## config.mk

```make
export PLATFORM = sky130hd
export DESIGN_NAME = mode_counter
export DESIGN_NICKNAME = d
export VERILOG_FILES = /design/src/rtl/mode_counter.sv
export SDC_FILE = /design/constraint.sdc
export NUM_CORES = 1
export LEC_CHECK = 0
export CORE_MARGIN = 10
export CORE_UTILIZATION = 30
export DETAILED_ROUTE_END_ITERATION = 16
export HOLD_SLACK_MARGIN = 0.03
export SLEW_MARGIN = 20
export SYNTH_ARGS = -nofsm -noshare
export SYNTH_HDL_FRONTEND = slang
export SYNTH_SLANG_ARGS = --single-unit
```

## constraint.sdc

```tcl
create_clock -name clk -period 5.3 [get_ports clk]
set_clock_uncertainty 0.15 [all_clocks]
set_input_delay 1.325 -clock clk [delete_from_list [all_inputs] [get_ports clk]]
set_output_delay 1.325 -clock clk [all_outputs]
set_load 0.01 [all_outputs]
```

## src/rtl/mode_counter.sv

```systemverilog
// rtl/mode_counter.sv - up/down step counter with one-shot and periodic modes
module mode_counter #(
   parameter int WIDTH      = 20,
   parameter int STEP_WIDTH = 4
) (
   input  logic                  clk,
   input  logic                  rst_n,
   input  logic                  start,
   input  logic                  stop,
   input  logic                  en,
   input  logic                  periodic,
   input  logic                  down,
   input  logic [WIDTH-1:0]      limit,
   input  logic [STEP_WIDTH-1:0] step,
   output logic [WIDTH-1:0]      count,
   output logic                  tc,
   output logic                  busy,
   output logic                  done
);

   typedef enum logic [1:0] {IDLE, RUN, DONE} state_t;

   state_t                state;
   logic [WIDTH-1:0]      lim_q;
   logic [STEP_WIDTH-1:0] step_q;
   logic                  per_q;
   logic                  down_q;

   logic [WIDTH:0]        step_eff;
   logic [WIDTH:0]        sum_up;
   logic                  term;

   // Comparisons run at WIDTH+1 bits so count+step can never wrap.
   always_comb begin
      step_eff = '0;
      step_eff[STEP_WIDTH-1:0] = step_q;
      if (step_q == '0) step_eff = {{WIDTH{1'b0}}, 1'b1};
      sum_up = {1'b0, count} + step_eff;
      term   = down_q ? ({1'b0, count} <= step_eff) : (sum_up >= {1'b0, lim_q});
   end

   always_ff @(posedge clk or negedge rst_n) begin
      if (!rst_n) begin
         state  <= IDLE;
         count  <= '0;
         tc     <= 1'b0;
         busy   <= 1'b0;
         done   <= 1'b0;
         lim_q  <= '0;
         step_q <= '0;
         per_q  <= 1'b0;
         down_q <= 1'b0;
      end else begin
         tc <= 1'b0;
         if (stop) begin
            state <= IDLE;
            count <= '0;
            busy  <= 1'b0;
            done  <= 1'b0;
         end else if (start) begin
            lim_q  <= limit;
            step_q <= step;
            per_q  <= periodic;
            down_q <= down;
            count  <= down ? limit : '0;
            state  <= RUN;
            busy   <= 1'b1;
            done   <= 1'b0;
         end else if (state == RUN && en) begin
            if (term) begin
               tc <= 1'b1;
               if (per_q) begin
                  count <= down_q ? lim_q : '0;
               end else begin
                  count <= down_q ? '0 : lim_q;
                  state <= DONE;
                  busy  <= 1'b0;
                  done  <= 1'b1;
               end
            end else begin
               count <= down_q ? (count - step_eff[WIDTH-1:0]) : sum_up[WIDTH-1:0];
            end
         end
      end
   end

endmodule

```

# == Word-level counts from Yosys, hierarchy flattened ==
# Index checks and enable logic that the tools add are counted.
# totals
regBits,51
out_inout_bits,23
in_bits,31
# op_classes
n_eq_ne,2
n_mux,30
addsub,2
magnitude_cmp,2
n_reduce_logical,6
bitwise_logic,1
# op_table
operator,n
two-way mux 20 bit,9
adder 20 x 21 -> 21 bit,1
>= comparator 21 x 20 -> 1 bit,1
less-or-equal comparator 20 x 21 -> 1 bit,1
subtractor 20 x 4 -> 20 bit,1
two-way mux 1 bit,15
two-way mux 2 bit,5
nonzero test 3 bit,2
zero test 4 bit,1
two-way mux 4 bit,1
inequality test 3 bit (second input constant),1
AND reduction 3 bit,1
== test 2 x 1 -> 1 bit (second input constant),1
AND reduction 2 bit,1
logical AND 1 bit,1
inverter 1 bit,1

# == Logic depth before layout (Yosys ltp) ==
# logic_depth
ltp_word,9
mapped_depth,20
ltp_nobuf,18

# == Least setup slack after synthesis ==
# Ideal clock, no wire load.
# synth_timing
kind,reg-to-reg
from,register step_q[1]
to,register count[1]
t_arrival_ns,4.054
synth_period_minus_slack_ns,4.291
required_time_ns,5.063
n_path_buf,2
stages_incl_launch_ff,20
setup_slack_ns,1.009
cell_sequence,dfrtp_1 -> inv_1 -> a31o_2 -> ha_1 -> fa_1 -> nand2b_1 -> a221oi_1 -> and2_1 -> nand2_1 -> xnor2_1 -> ha_1 -> a21o_1 -> a211o_1 -> a31oi_1 -> nand3_1 -> a21oi_2 -> buf_6 -> buf_6 -> o211ai_1 -> a22oi_1
# synth_between
elab_chain_len,9
elab_cells_between_ends,12
# synth_lines
item,line,rtl
from (decl),25,logic [STEP_WIDTH-1:0] step_q;
from (signal assigned),62,step_q <= step;
zero test 4 bit,37,"if (step_q == '0) step_eff = {{WIDTH{1'b0}}, 1'b1};"
two-way mux 4 bit *,37,
adder 20 x 21 -> 21 bit,38,"sum_up = {1'b0, count} + step_eff;"
>= comparator 21 x 20 -> 1 bit,39,"term = down_q ? ({1'b0, count} <= step_eff) : (sum_up >= {1'b0, lim_q});"
two-way mux 1 bit,39,
two-way mux 20 bit *,70,if (term) begin
two-way mux 20 bit *,69,end else if (state == RUN && en) begin
two-way mux 20 bit *,60,end else if (start) begin
two-way mux 20 bit *,55,if (stop) begin
to (signal assigned),65,count <= down ? limit : '0;
to (signal assigned),73,count <= down_q ? lim_q : '0;
to (signal assigned),75,count <= down_q ? '0 : lim_q;
to (decl),15,"output logic [WIDTH-1:0] count,"
# Every way passes the cells marked *; elsewhere a longest branch is shown, timed or not. The select of a mux whose other input is x is not followed.
# A chain may end at the register's enable or synchronous reset.

# == Worst setup path after layout ==
# layout_timing
from,register step_q[1]
to,register count[7]
# The elaborated chain is that of the path after synthesis.

==> results summary <==
The tool flagged a number of max-cap violations equal to 0. In this run the worst path has a maximum fanout of 9. For this design, the slowest cell found on the critical path is sky130_fd_sc_hd__a221oi_2. The data required time of the worst path came out at 5320 ps. The average size of a mapped cell is 8.37 um2. For this run, the top clock speed supported by timing is 207 MHz. The count of hold-fix buffers inserted at cts is 0.

The final layout contains routed wiring with a total length of 12.4 mm. The detailed placer's ending HPWL came out at 9.43 mm. The biggest area contributor in the post-synthesis netlist is sky130_fd_sc_hd__dfrtp_1. The met2 wire length came out at 5.94 mm. The post-layout instance count excluding filler cells came out at 673.

Counting both buffers and inverters, the worst setup path holds a total of 2. The slew at the pin with the worst max-slew slack is 1200 ps. The initial standard-cell utilization of the core came out at 30.7%. The maximum buffer depth of the clock tree came out at 2. The number of placement rows came out at 41. The number of sinks on the clock net is 49. Counting distinct cell types in the post-synthesis netlist gives 59. The highest cell delay on the worst timing path came out at 490 ps. The overall track demand over capacity in global routing came out at 14.1%.

Post-CTS repair changed the size of 0 cells. The kind of cell with the highest combined delay along the critical path is compound AO/OA/AOI/OAI gates. STA classifies the critical path startpoint as a flop. Data on the critical path arrives at its endpoint at 4860 ps. The run finished with clean final reports. The worst setup path is captured at a flop. The count of antenna-violating nets left after detailed routing is 0. The cell area that synthesis handed to floorplanning was 3880 um2. The die boundary height came out at 134 um. The headroom to the max-slew limit is 20.0%. The cell leakage power came out at 1.93 nW.

The net count of the finished layout came out at 561. The port buffer count is 53. The count of unresolved DRC violations after routing came out at 0. The most used flip-flop cell after synthesis is sky130_fd_sc_hd__dfrtp_1. Measured along the x axis, the die boundary spans 134 um. Once the clock tree was built, the setup fixing pass inserted 0 buffers. The maximum vdd drop came out at 0.000125 V.

The pin count of the biggest net entering global routing is 51. The worst setup path is of the flop to flop kind. The boundary pin count is 54. From synthesis to final layout, the design area changed by 20.7%. The post-route core utilization came out at 37.0%. The weighted congestion reported at the end of routability-driven placement came out at 0.908. For this block, the initial DRC count from the detailed router was 132.

In this run, synthesis produced a sequential element count of 49. The number of antenna violations at the first check in global routing is 0. The highest metal layer carrying signal wires in the routed design is met4. The fraction of layout instances using a drive strength above 1 came out at 7.19%. The clock transition at the register clock pins on the worst setup and hold paths after CTS is 60 ps.

Clock tree synthesis inserted a total of 5 buffers. Walking the worst path, the cells encountered are inv_1, a31o_2, ha_1, fa_1, nand2b_1, a221oi_2, and2_1, nand2_1, xnor2_1, ha_1, a21o_1, a211o_1, a31oi_1, and2_1, a31o_2, nor3_2, buf_4, a221oi_1, o22ai_1. The number of synthesized flops with an enable pin is 0.

The net count after synthesis is 525. The count of placed standard cells including taps came out at 665. The sequential-to-total area share from yosys stat is 31.6%.

The final critical path takes up 91.3% of the cycle. The via count of the first global-routing pass is 3696. The met3 wire length came out at 466 um. The final setup TNS is 0 ps. The cell count after synthesis came out at 464. Using the TritonRoute via totals, the vias-per-cell ratio works out to 5.31. The leftover overflow at the end of global routing came out at 0. The clock latency on the worst-skew pair is 300 ps.

The count of antenna diodes in the layout came out at 0. The total area inside the core boundary comes to 12700 um2. The global-route wire length before repair is 20.2 mm. Setup violations remaining at the end of the flow were counted as 0. The detailed-routing iteration count for the pre-antenna-repair pass is 5. For this run, asynchronously set or reset flops after synthesis account for 100%.

The number of levels the H-tree was split into is 2. The shortest clock period the worst path allows after layout is 4840 ps. The total vias in the final route is 3574. The number of hold violations in the final report came to 0.

After detailed routing, the wire length on met1 is 5.74 mm. The min-delay analysis places its worst path in the category flop to flop. Setup repair after global routing left no endpoint under its margin. Ranked by total cell area, the synthesized netlist is headed by sky130_fd_sc_hd__dfrtp_1 32%, sky130_fd_sc_hd__ha_1 9.0%, sky130_fd_sc_hd__o21ai_0 4.8%.

The floorplan step defined a die boundary enclosing 17900 um2. The routed wirelength normalized by instance count came out at 18.5 um. The Yosys warning count is 0. Dividing total power by cell area gives a power density of 299 nW/um2. The cell sitting at the root of the clock tree is a sky130_fd_sc_hd__clkbuf_16. The max-slew violation total from the final report is 0. The portion of synthesized cell area occupied by the leading cell type is 31.6%.

The TritonCTS clock tree is built.
==> cells in the final DEF (no fill, tap or decap), drive strengths merged, types with 3 or more instances in the layout <==
master	n
a2111oi	3
a211oi	4
a21o	5
a21oi	25
a221o	5
a221oi	10
a22o	4
a22oi	3
a31oi	5
and2	8
and3	7
buf	9
clkbuf	8
clkdlybuf4s50	52
dfrtp	49
ha	28
inv	36
mux2	5
mux2i	4
nand2	49
nand2b	3
nand3	12
nand3b	3
nand4	8
nor2	30
nor2b	5
nor3	9
nor4	5
o211ai	6
o21ai	37
o22ai	5
o2bb2ai	4
or2	5
or4	4
xnor2	19
xor2	5
==> registers in the layout (all words and copies together) (netlist names) <==
register and count:
down_q 1, tc 1, lim_q 20, step_q 4
per_q 1, count 20, done 1, state 1
==> logic make-up after synthesis <==
kind of cell,Yosys count,share of synthesized area (%)
AO/OA/AOI/OAI,133,23.7
XOR/XNOR,24,5.41
adder cells (fa/ha/maj),30,10.1
buffers and inverters,68,7.35
flip-flops,49,31.6
multiplexers,9,2.48
AND/OR/NAND/NOR,151,19.4
==> per-stage QoR <==
stage               setup slack [ps]  cell area (um2)  total power, mW  hold slack [ps]
floorplan                       1010             3880            0.882              329
global placement                 391             4550             1.08              345
detailed placement               244             4550             1.09              347
CTS                              262             4680             1.42              365
global route                     142             4690             1.51              388
finish                           462             4690             1.40              358
==> where the power goes <==
group | total [mW] | internal, mW | switching (mW)
logic | 0.588 | 0.262 | 0.326
registers | 0.495 | 0.421 | 0.0742
clock network | 0.321 | 0.176 | 0.144
==> synth_stat cells (6+ instances only) <==
master,instances
sky130_fd_sc_hd__nor3_1,7
sky130_fd_sc_hd__o211ai_1,6
sky130_fd_sc_hd__xnor2_1,19
sky130_fd_sc_hd__nand2_1,49
sky130_fd_sc_hd__nor2_1,30
sky130_fd_sc_hd__ha_1,28
sky130_fd_sc_hd__o21ai_0,37
sky130_fd_sc_hd__a221oi_1,10
sky130_fd_sc_hd__a21oi_1,24
sky130_fd_sc_hd__nand3_1,12
sky130_fd_sc_hd__and2_1,8
sky130_fd_sc_hd__inv_1,36
sky130_fd_sc_hd__dfrtp_1,49
sky130_fd_sc_hd__clkbuf_1,23
sky130_fd_sc_hd__and3_1,7
sky130_fd_sc_hd__nand4_1,8
==> final timing paths <==
| check | from | endpoint | slack (ps) | cells past startpoint |
|---|---|---|---|---|
| min in group asynchronous | rst_n | lim_q[15] | 990 | 2 |
| worst min-delay path | lim_q[12] | count[12] | 360 | 1 |
| worst max-delay path | step_q[1] | count[7] | 460 | 19 |
| worst min register to register | lim_q[12] | count[12] | 360 | 1 |
| max in group asynchronous | rst_n | step_q[1] | 3580 | 2 |
| worst max register to register | step_q[1] | count[7] | 460 | 19 |
==> metal layers <==
layer	vias up	GRT usage [%]
li1	1742	-
met1	1734	17.6
met2	77	23.5
met3	21	2.88
met4	0	5.26
met5	-	0
==> final cells by class <==
| cell class | count | area (um2) |
|---|---|---|
| clock buffers | 8 | 136 |
| flip-flops and latches | 49 | 1230 |
| multi-input cells | 347 | 2390 |
| inverters | 36 | 135 |
| fillers | 1323 | 7980 |
| repair buffers | 61 | 586 |
| well taps | 172 | 215 |
Note: power is estimated with default switching activity, not from simulation.
